===== src/rtl/coreaxi4dma_arb_pkg.sv =====
// Shared definitions for the DMA arbiter and its requester/executor.
//   arb_state_e   : requester FSM encoding (IDLE/RUN/ACK)
//   clog2         : ceiling log2, used for channel-index widths
//   is_onehot     : grant-vector sanity check (exactly one bit set)
//   onehot_encode : index of the set bit in a one-hot vector
// Vectors are passed zero-extended to 32 bits, so channel counts up to 32 are supported.
package coreaxi4dma_arb_pkg;

  typedef enum logic [1:0] {
    IDLE = 2'b00,
    RUN  = 2'b01,
    ACK  = 2'b10
  } arb_state_e;

  function automatic int clog2(input int n);
    int r;
    r = 0;
    while ((1 << r) < n) r++;
    return r;
  endfunction

  function automatic logic is_onehot(input logic [31:0] v);
    return (v != 32'd0) && ((v & (v - 32'd1)) == 32'd0);
  endfunction

  function automatic int onehot_encode(input logic [31:0] v);
    int idx;
    idx = 0;
    for (int i = 0; i < 32; i++) begin
      if (v[i]) idx = i;
    end
    return idx;
  endfunction

endpackage


===== src/rtl/coreaxi4dma_pend_ctr.sv =====
// Per-channel pending-job counter.
//   clock, resetn : clock and asynchronous active-low reset
//   inc           : add one job (caller has already applied the full-drop rule)
//   dec           : remove one job (accepted grant)
//   cnt           : current pending count
//   nz            : cnt != 0 (drives the arbiter request)
//   full          : cnt at its maximum value
module coreaxi4dma_pend_ctr #(
  parameter int CNT_W = 3
) (
  input  logic             clock,
  input  logic             resetn,
  input  logic             inc,
  input  logic             dec,
  output logic [CNT_W-1:0] cnt,
  output logic             nz,
  output logic             full
);

  always_ff @(posedge clock or negedge resetn) begin
    if (!resetn) begin
      cnt <= '0;
    end else if (inc && !dec) begin
      cnt <= cnt + CNT_W'(1);
    end else if (dec && !inc && nz) begin
      cnt <= cnt - CNT_W'(1);
    end
  end

  assign nz   = |cnt;
  assign full = &cnt;

endmodule


===== src/rtl/coreaxi4dma_arb_requester.sv =====
// Requester/executor side of the DMA round-robin arbiter.
//   clock, resetn : clock and asynchronous active-low reset
//   enq/len       : per-channel job enqueue pulse and job length (beats-1)
//   pend_full     : per-channel pending counter saturated
//   arb_req/gnt   : request vector to arbiter, one-hot grant pulse back
//   arb_ack       : one-cycle pulse when a granted job finishes (or a bad grant is released)
//   beat_*        : downstream beat stream; beat_ready is the sink's accept
//   busy          : FSM not idle
//   err_ovf       : sticky, an enq was dropped on a full counter
//   err_proto     : sticky, a grant was malformed or arrived while running
//   dbg_state     : current FSM state
// Beat handshake: a beat transfers on any rising edge where beat_valid and
// beat_ready are both high; while beat_valid is high and beat_ready is low,
// beat_valid, beat_ch and beat_last hold their values.
module coreaxi4dma_arb_requester
  import coreaxi4dma_arb_pkg::*;
#(
  parameter int NUM_CH = 4,
  parameter int LEN_W  = 8,
  parameter int CNT_W  = 3
) (
  input  logic                       clock,
  input  logic                       resetn,
  input  logic [NUM_CH-1:0]          enq,
  input  logic [NUM_CH*LEN_W-1:0]    len,
  output logic [NUM_CH-1:0]          pend_full,
  output logic [NUM_CH-1:0]          arb_req,
  input  logic [NUM_CH-1:0]          arb_gnt,
  output logic                       arb_ack,
  output logic                       beat_valid,
  output logic [clog2(NUM_CH)-1:0]   beat_ch,
  output logic                       beat_last,
  input  logic                       beat_ready,
  output logic                       busy,
  output logic                       err_ovf,
  output logic                       err_proto,
  output logic [1:0]                 dbg_state
);

  localparam int CH_W = clog2(NUM_CH);

  arb_state_e        state_q, state_d;
  logic [CH_W-1:0]   ch_q, ch_d;
  logic [LEN_W-1:0]  beats_q, beats_d;

  logic [NUM_CH-1:0] nz, full, inc, dec;
  logic              gnt_any, gnt_ok, can_grant, accept;
  logic [CH_W-1:0]   gnt_idx;
  logic [LEN_W-1:0]  len_sel;

  // A grant is usable only if it is one-hot and names a channel with work.
  assign gnt_any   = |arb_gnt;
  assign gnt_ok    = is_onehot(32'(arb_gnt)) && ((arb_gnt & nz) != '0);
  assign gnt_idx   = CH_W'(onehot_encode(32'(arb_gnt)));
  assign can_grant = (state_q == IDLE) || (state_q == ACK);
  assign accept    = can_grant && gnt_ok;
  assign len_sel   = len[gnt_idx*LEN_W +: LEN_W];

  // A decrement in the same cycle frees a slot, so a simultaneous enq on a
  // full counter is kept (net count unchanged) rather than dropped.
  assign dec = accept ? arb_gnt : '0;
  assign inc = enq & (~full | dec);

  for (genvar i = 0; i < NUM_CH; i++) begin : g_pend
    coreaxi4dma_pend_ctr #(.CNT_W(CNT_W)) u_ctr (
      .clock  (clock),
      .resetn (resetn),
      .inc    (inc[i]),
      .dec    (dec[i]),
      .cnt    (),
      .nz     (nz[i]),
      .full   (full[i])
    );
  end

  always_comb begin
    state_d = state_q;
    ch_d    = ch_q;
    beats_d = beats_q;
    case (state_q)
      IDLE, ACK: begin
        state_d = IDLE;
        if (accept) begin
          state_d = RUN;
          ch_d    = gnt_idx;
          beats_d = len_sel;
        end else if (gnt_any) begin
          // Bad grant: no beats, but ack anyway so the arbiter is released.
          state_d = ACK;
        end
      end
      RUN: begin
        if (beat_ready) begin
          if (beats_q == '0) state_d = ACK;
          else               beats_d = beats_q - LEN_W'(1);
        end
      end
      default: state_d = IDLE;
    endcase
  end

  always_ff @(posedge clock or negedge resetn) begin
    if (!resetn) begin
      state_q   <= IDLE;
      ch_q      <= '0;
      beats_q   <= '0;
      err_ovf   <= 1'b0;
      err_proto <= 1'b0;
    end else begin
      state_q <= state_d;
      ch_q    <= ch_d;
      beats_q <= beats_d;
      if (|(enq & ~inc)) err_ovf <= 1'b1;
      if (gnt_any && ((state_q == RUN) || (can_grant && !gnt_ok))) err_proto <= 1'b1;
    end
  end

  assign arb_req    = nz;
  assign pend_full  = full;
  assign beat_valid = (state_q == RUN);
  assign beat_last  = (state_q == RUN) && (beats_q == '0);
  assign beat_ch    = ch_q;
  assign arb_ack    = (state_q == ACK);
  assign busy       = (state_q != IDLE);
  assign dbg_state  = state_q;

endmodule


===== config.mk =====
export PLATFORM = sky130hd
export DESIGN_NAME = coreaxi4dma_arb_requester
export DESIGN_NICKNAME = d
export VERILOG_FILES = /design/src/rtl/coreaxi4dma_arb_pkg.sv /design/src/rtl/coreaxi4dma_pend_ctr.sv /design/src/rtl/coreaxi4dma_arb_requester.sv
export SDC_FILE = /design/constraint.sdc
export NUM_CORES = 1
export LEC_CHECK = 0
export BUFFER_PORTS_ARGS = -buffer_cell sky130_fd_sc_hd__buf_2
export CAP_MARGIN = 20
export CORE_ASPECT_RATIO = 1.25
export CORE_MARGIN = 2
export CORE_UTILIZATION = 54
export CTS_CLUSTER_SIZE = 30
export DETAILED_ROUTE_END_ITERATION = 10
export PLACE_DENSITY = 0.79
export SLEW_MARGIN = 20
export SYNTH_ARGS = -nofsm -noshare
export SYNTH_HDL_FRONTEND = slang
export SYNTH_SLANG_ARGS = --single-unit

===== constraint.sdc =====
create_clock -name clock -period 3.4 [get_ports clock]
set_clock_uncertainty 0.2 [all_clocks]
set_input_delay 0.17 -clock clock [delete_from_list [all_inputs] [get_ports clock]]
set_output_delay 0.17 -clock clock [all_outputs]
set_load 0.005 [all_outputs]

==> metrics.md <==
| Metric | Value |
|---|---|
| Filler cells | `360` |
| Final nets | `383` |
| First-pass GRT wire length | `10100 microns` |
| Max Fanout on Critical Path | `9` |
| Cell area power density | `717 mW/mm^2` |
| Number of cells on the worst reg-to-reg path | `9` |
| CTS sink count | `26` |
| Starting DRT DRC Count | `160` |
| Clk_lat worst skew | `0.28 ns` |
| YS warnings | `0` |
| Placement-stage cell area | `0.00270 sq mm` |
| Layout cells sized above 1 | `0.308` |
| Leakage | `1.26 nW` |
| Die X | `63.9 microns` |
| Port Buffers | `60` |
| Wire length per cell | `14.9 microns` |
| GRT overflow | `0` |
| Initial core utilization | `0.556` |
| Post-CTS Resized | `0` |
| Crit. End Element | `flop` |
| Antenna violations before repair | `0` |
| Antenna cells | `0` |
| Hold path start | `enq[0]` |
| MaxCap Viol Count | `0` |
| Crit Path Class | `flop to flop` |
| Post-synthesis cell count | `284` |
| Post-Syn Area per Cell | `8.54 sq um` |
| Io pins | `61` |
| CTS Root Cell | `clkbuf_8` |
| Most common cell after layout, fill and taps aside | `buf_2` |
| Most frequent cells in the layout | `60 x buf_2, 26 x dfrtp_1, 24 x nand2_1, 23 x o21ai_0, 20 x a21oi_1` |
| Sequential share of power | `0.312` |
| Core Region | `0.00436 sq mm` |
| Global Route Usage Sum | `0.247` |
| Detailed Routing Iterations Pass 1 | `4` |
| Vias/cell | `5.91` |
| Status | `completed` |
| Minimum clock period after layout | `3.15 ns` |
| Worst min path class | `input pin to flop` |
| # placed instances | `384` |
| Design Area, Final | `0.00280 sq mm` |
| GPL Wtd Cong | `0.881` |
| Vias in the first global route | `2310` |
| Final max-slew violation count | `0` |
| CTS H-tree lvls | `1` |
| Top_reg_cell synth | `dfrtp_1` |
| DRC viols | `0` |
| Crit path DAT | `3.11 ns` |
| Combinational power share | `0.583` |
| Rows | `27` |
| DP Wirelength | `4410 microns` |
| Area Overhead vs Synth | `15.4%` |
| Total power | `2.01 mW` |
| Crit Reg-Reg Startpoint | `g_pend[2].u_ctr.cnt[0]` |
| Post-synthesis sequential area ratio | `0.268` |
| Peak Freq | `0.317 GHz` |
| VDD IR max | `0.000317 V` |
| Final WL | `5850 microns` |
| Setup TNS | `0 ns` |
| Synth Net Count | `332` |
| Asr flop ratio synth | `1.00` |
| Floorplan die height | `78.9 microns` |
| Pin count of the biggest net entering global routing | `27` |
| CP Launch Type | `flop` |
| Hold Path End | `g_pend[0].u_ctr.cnt[1]` |
| Non-Filler Instances | `392` |
| Clock slew at reported path FFs | `0.09 ns` |
| Worst EP required | `3.36 ns` |
| R2R setup slack | `0.25 ns` |
| Count of different cell masters after synthesis | `68` |
| Internal power | `1.11 mW` |
| Inserted Clock Buffers | `3` |
| Final core occ | `0.642` |
| Clk network pwr share | `0.105` |
| Clock Path Buffers | `2` |
| Antenna viol nets, final | `0` |
| Worst reg2reg path endpoint | `g_pend[0].u_ctr.cnt[1]` |
| Mapped Area | `0.00242 sq mm` |
| Vias | `2317` |
| Switch Pwr | `0.898 mW` |
| Hold depth | `2` |
| Net Sw Frac | `0.447` |
| TritonCTS clock tree | `built` |
| Crit. Startpoint | `g_pend[2].u_ctr.cnt[0]` |
| Final period util | `0.926` |
| RSZ-0062 raised after global routing | `no` |
| Slew HR | `0.590` |
| #FFs+latches synth | `26` |
| Total die area | `0.00505 sq mm` |
| Post-synth EDFFs | `0` |
| Final setup fails | `0` |
| Hold Violations, Final | `0` |
| Tightest Pin Transition | `0.616 ns` |
-- Yosys cell counts, types with 3 or more instances --
library cell  count  area share
clkbuf_1          6      0.0093
a21oi_1          20       0.041
dfrtp_1          26        0.27
nor3_1            5       0.010
buf_2             9       0.019
fa_1              4       0.033
a21oi_2           3       0.011
nor4_1            3      0.0077
xor2_1            3       0.011
o21ai_0          23       0.047
nor2_1           18       0.028
nand3_1           5       0.010
inv_1            12       0.019
a31o_2            3       0.011
o31ai_1           7       0.022
nand2_1          24       0.037
a22oi_1           3      0.0093
and3_1            6       0.015
or3_1             5       0.013
o22ai_1           5       0.013
a31oi_1           3      0.0077
a311oi_1          4       0.014
buf_4            10       0.031
mux2i_1          13       0.054
mux2_2            8       0.037
a2bb2oi_1         5       0.018
-- power groups by stage --
stage               Clock [mW]  Combinational [mW]  Sequential, mW
finish                   0.211                1.17           0.627
global route             0.221                1.30           0.654
CTS                      0.212                1.17           0.623
detailed placement           0                1.16           0.627
global placement             0                1.13           0.623
floorplan                    0               0.939           0.587
-- worst max path at each step --
stage                                   endpoint  slack [ns]  cells past startpoint
after global routing      g_pend[0].u_ctr.cnt[1]        0.02                      9
final                     g_pend[0].u_ctr.cnt[1]        0.25                      9
after CTS                 g_pend[0].u_ctr.cnt[1]        0.26                      9
after floorplan           g_pend[3].u_ctr.cnt[1]        0.44                     11
after global placement    g_pend[0].u_ctr.cnt[1]        0.35                      9
after detailed placement  g_pend[0].u_ctr.cnt[1]        0.30                      9
-- cell families after synthesis --
logic type | Yosys count | share of synthesized area
buffers and inverters | 39 | 0.0836
AOI/OAI and AO/OA | 99 | 0.287
muxes | 23 | 0.103
xor gates and xnor gates | 3 | 0.0108
DFF | 26 | 0.268
and+or+nand+nor | 89 | 0.208
adders and majority gates | 5 | 0.0382
-- through the flow --
stage | hold slack, ns | setup slack [ns]
after floorplan | -0.326 | 0.438
after global routing | 0.0578 | 0.0152
after CTS | 0.0270 | 0.263
final | 0.0329 | 0.250
after global placement | 0.0170 | 0.354
after detailed placement | 0.0185 | 0.296
-- registers in the layout, indices dropped and copies added, names as in the netlist --
signal            count
beat_ch               2
err_ovf               1
err_proto             1
beats_q               8
dbg_state             2
g_pend.u_ctr.cnt     12
-- layer usage --
| metal | up-vias | GRT usage | share of wire |
|---|---|---|---|
| met5 | - | 0 | 0 |
| met4 | 0 | 0.100 | 0.018 |
| met3 | 10 | 0.0198 | 0.033 |
| met2 | 66 | 0.463 | 0.54 |
| met1 | 1086 | 0.285 | 0.41 |
| li1 | 1155 | - | - |
-- worst max-delay path, cell delays in order (launching register included) --
cell      delay [ns]
dfrtp_1         0.45
o31ai_1         0.53
nand4_1         0.31
nand2_2         0.27
nand3b_1        0.12
fa_1            0.51
nor3b_1         0.17
a221o_1         0.33
o31ai_1         0.08
a211oi_2        0.07
-- cell type report --
cell class              instances  area (sq um)  share of cell area
inverters                      13          48.8              0.0174
repair buffers                 72           400               0.143
flip-flops and latches         26           651               0.232
well taps                      58          72.6              0.0259
clock buffers                   4          55.1              0.0197
multi-input cells             219          1570               0.561
-- timing repair --
item                                   in CTS  in global routing
setup buffers                               0                  0
hold buffers                                4                  0
endpoints found under the hold margin      29                  0
(Power assumes the default switching activity.)
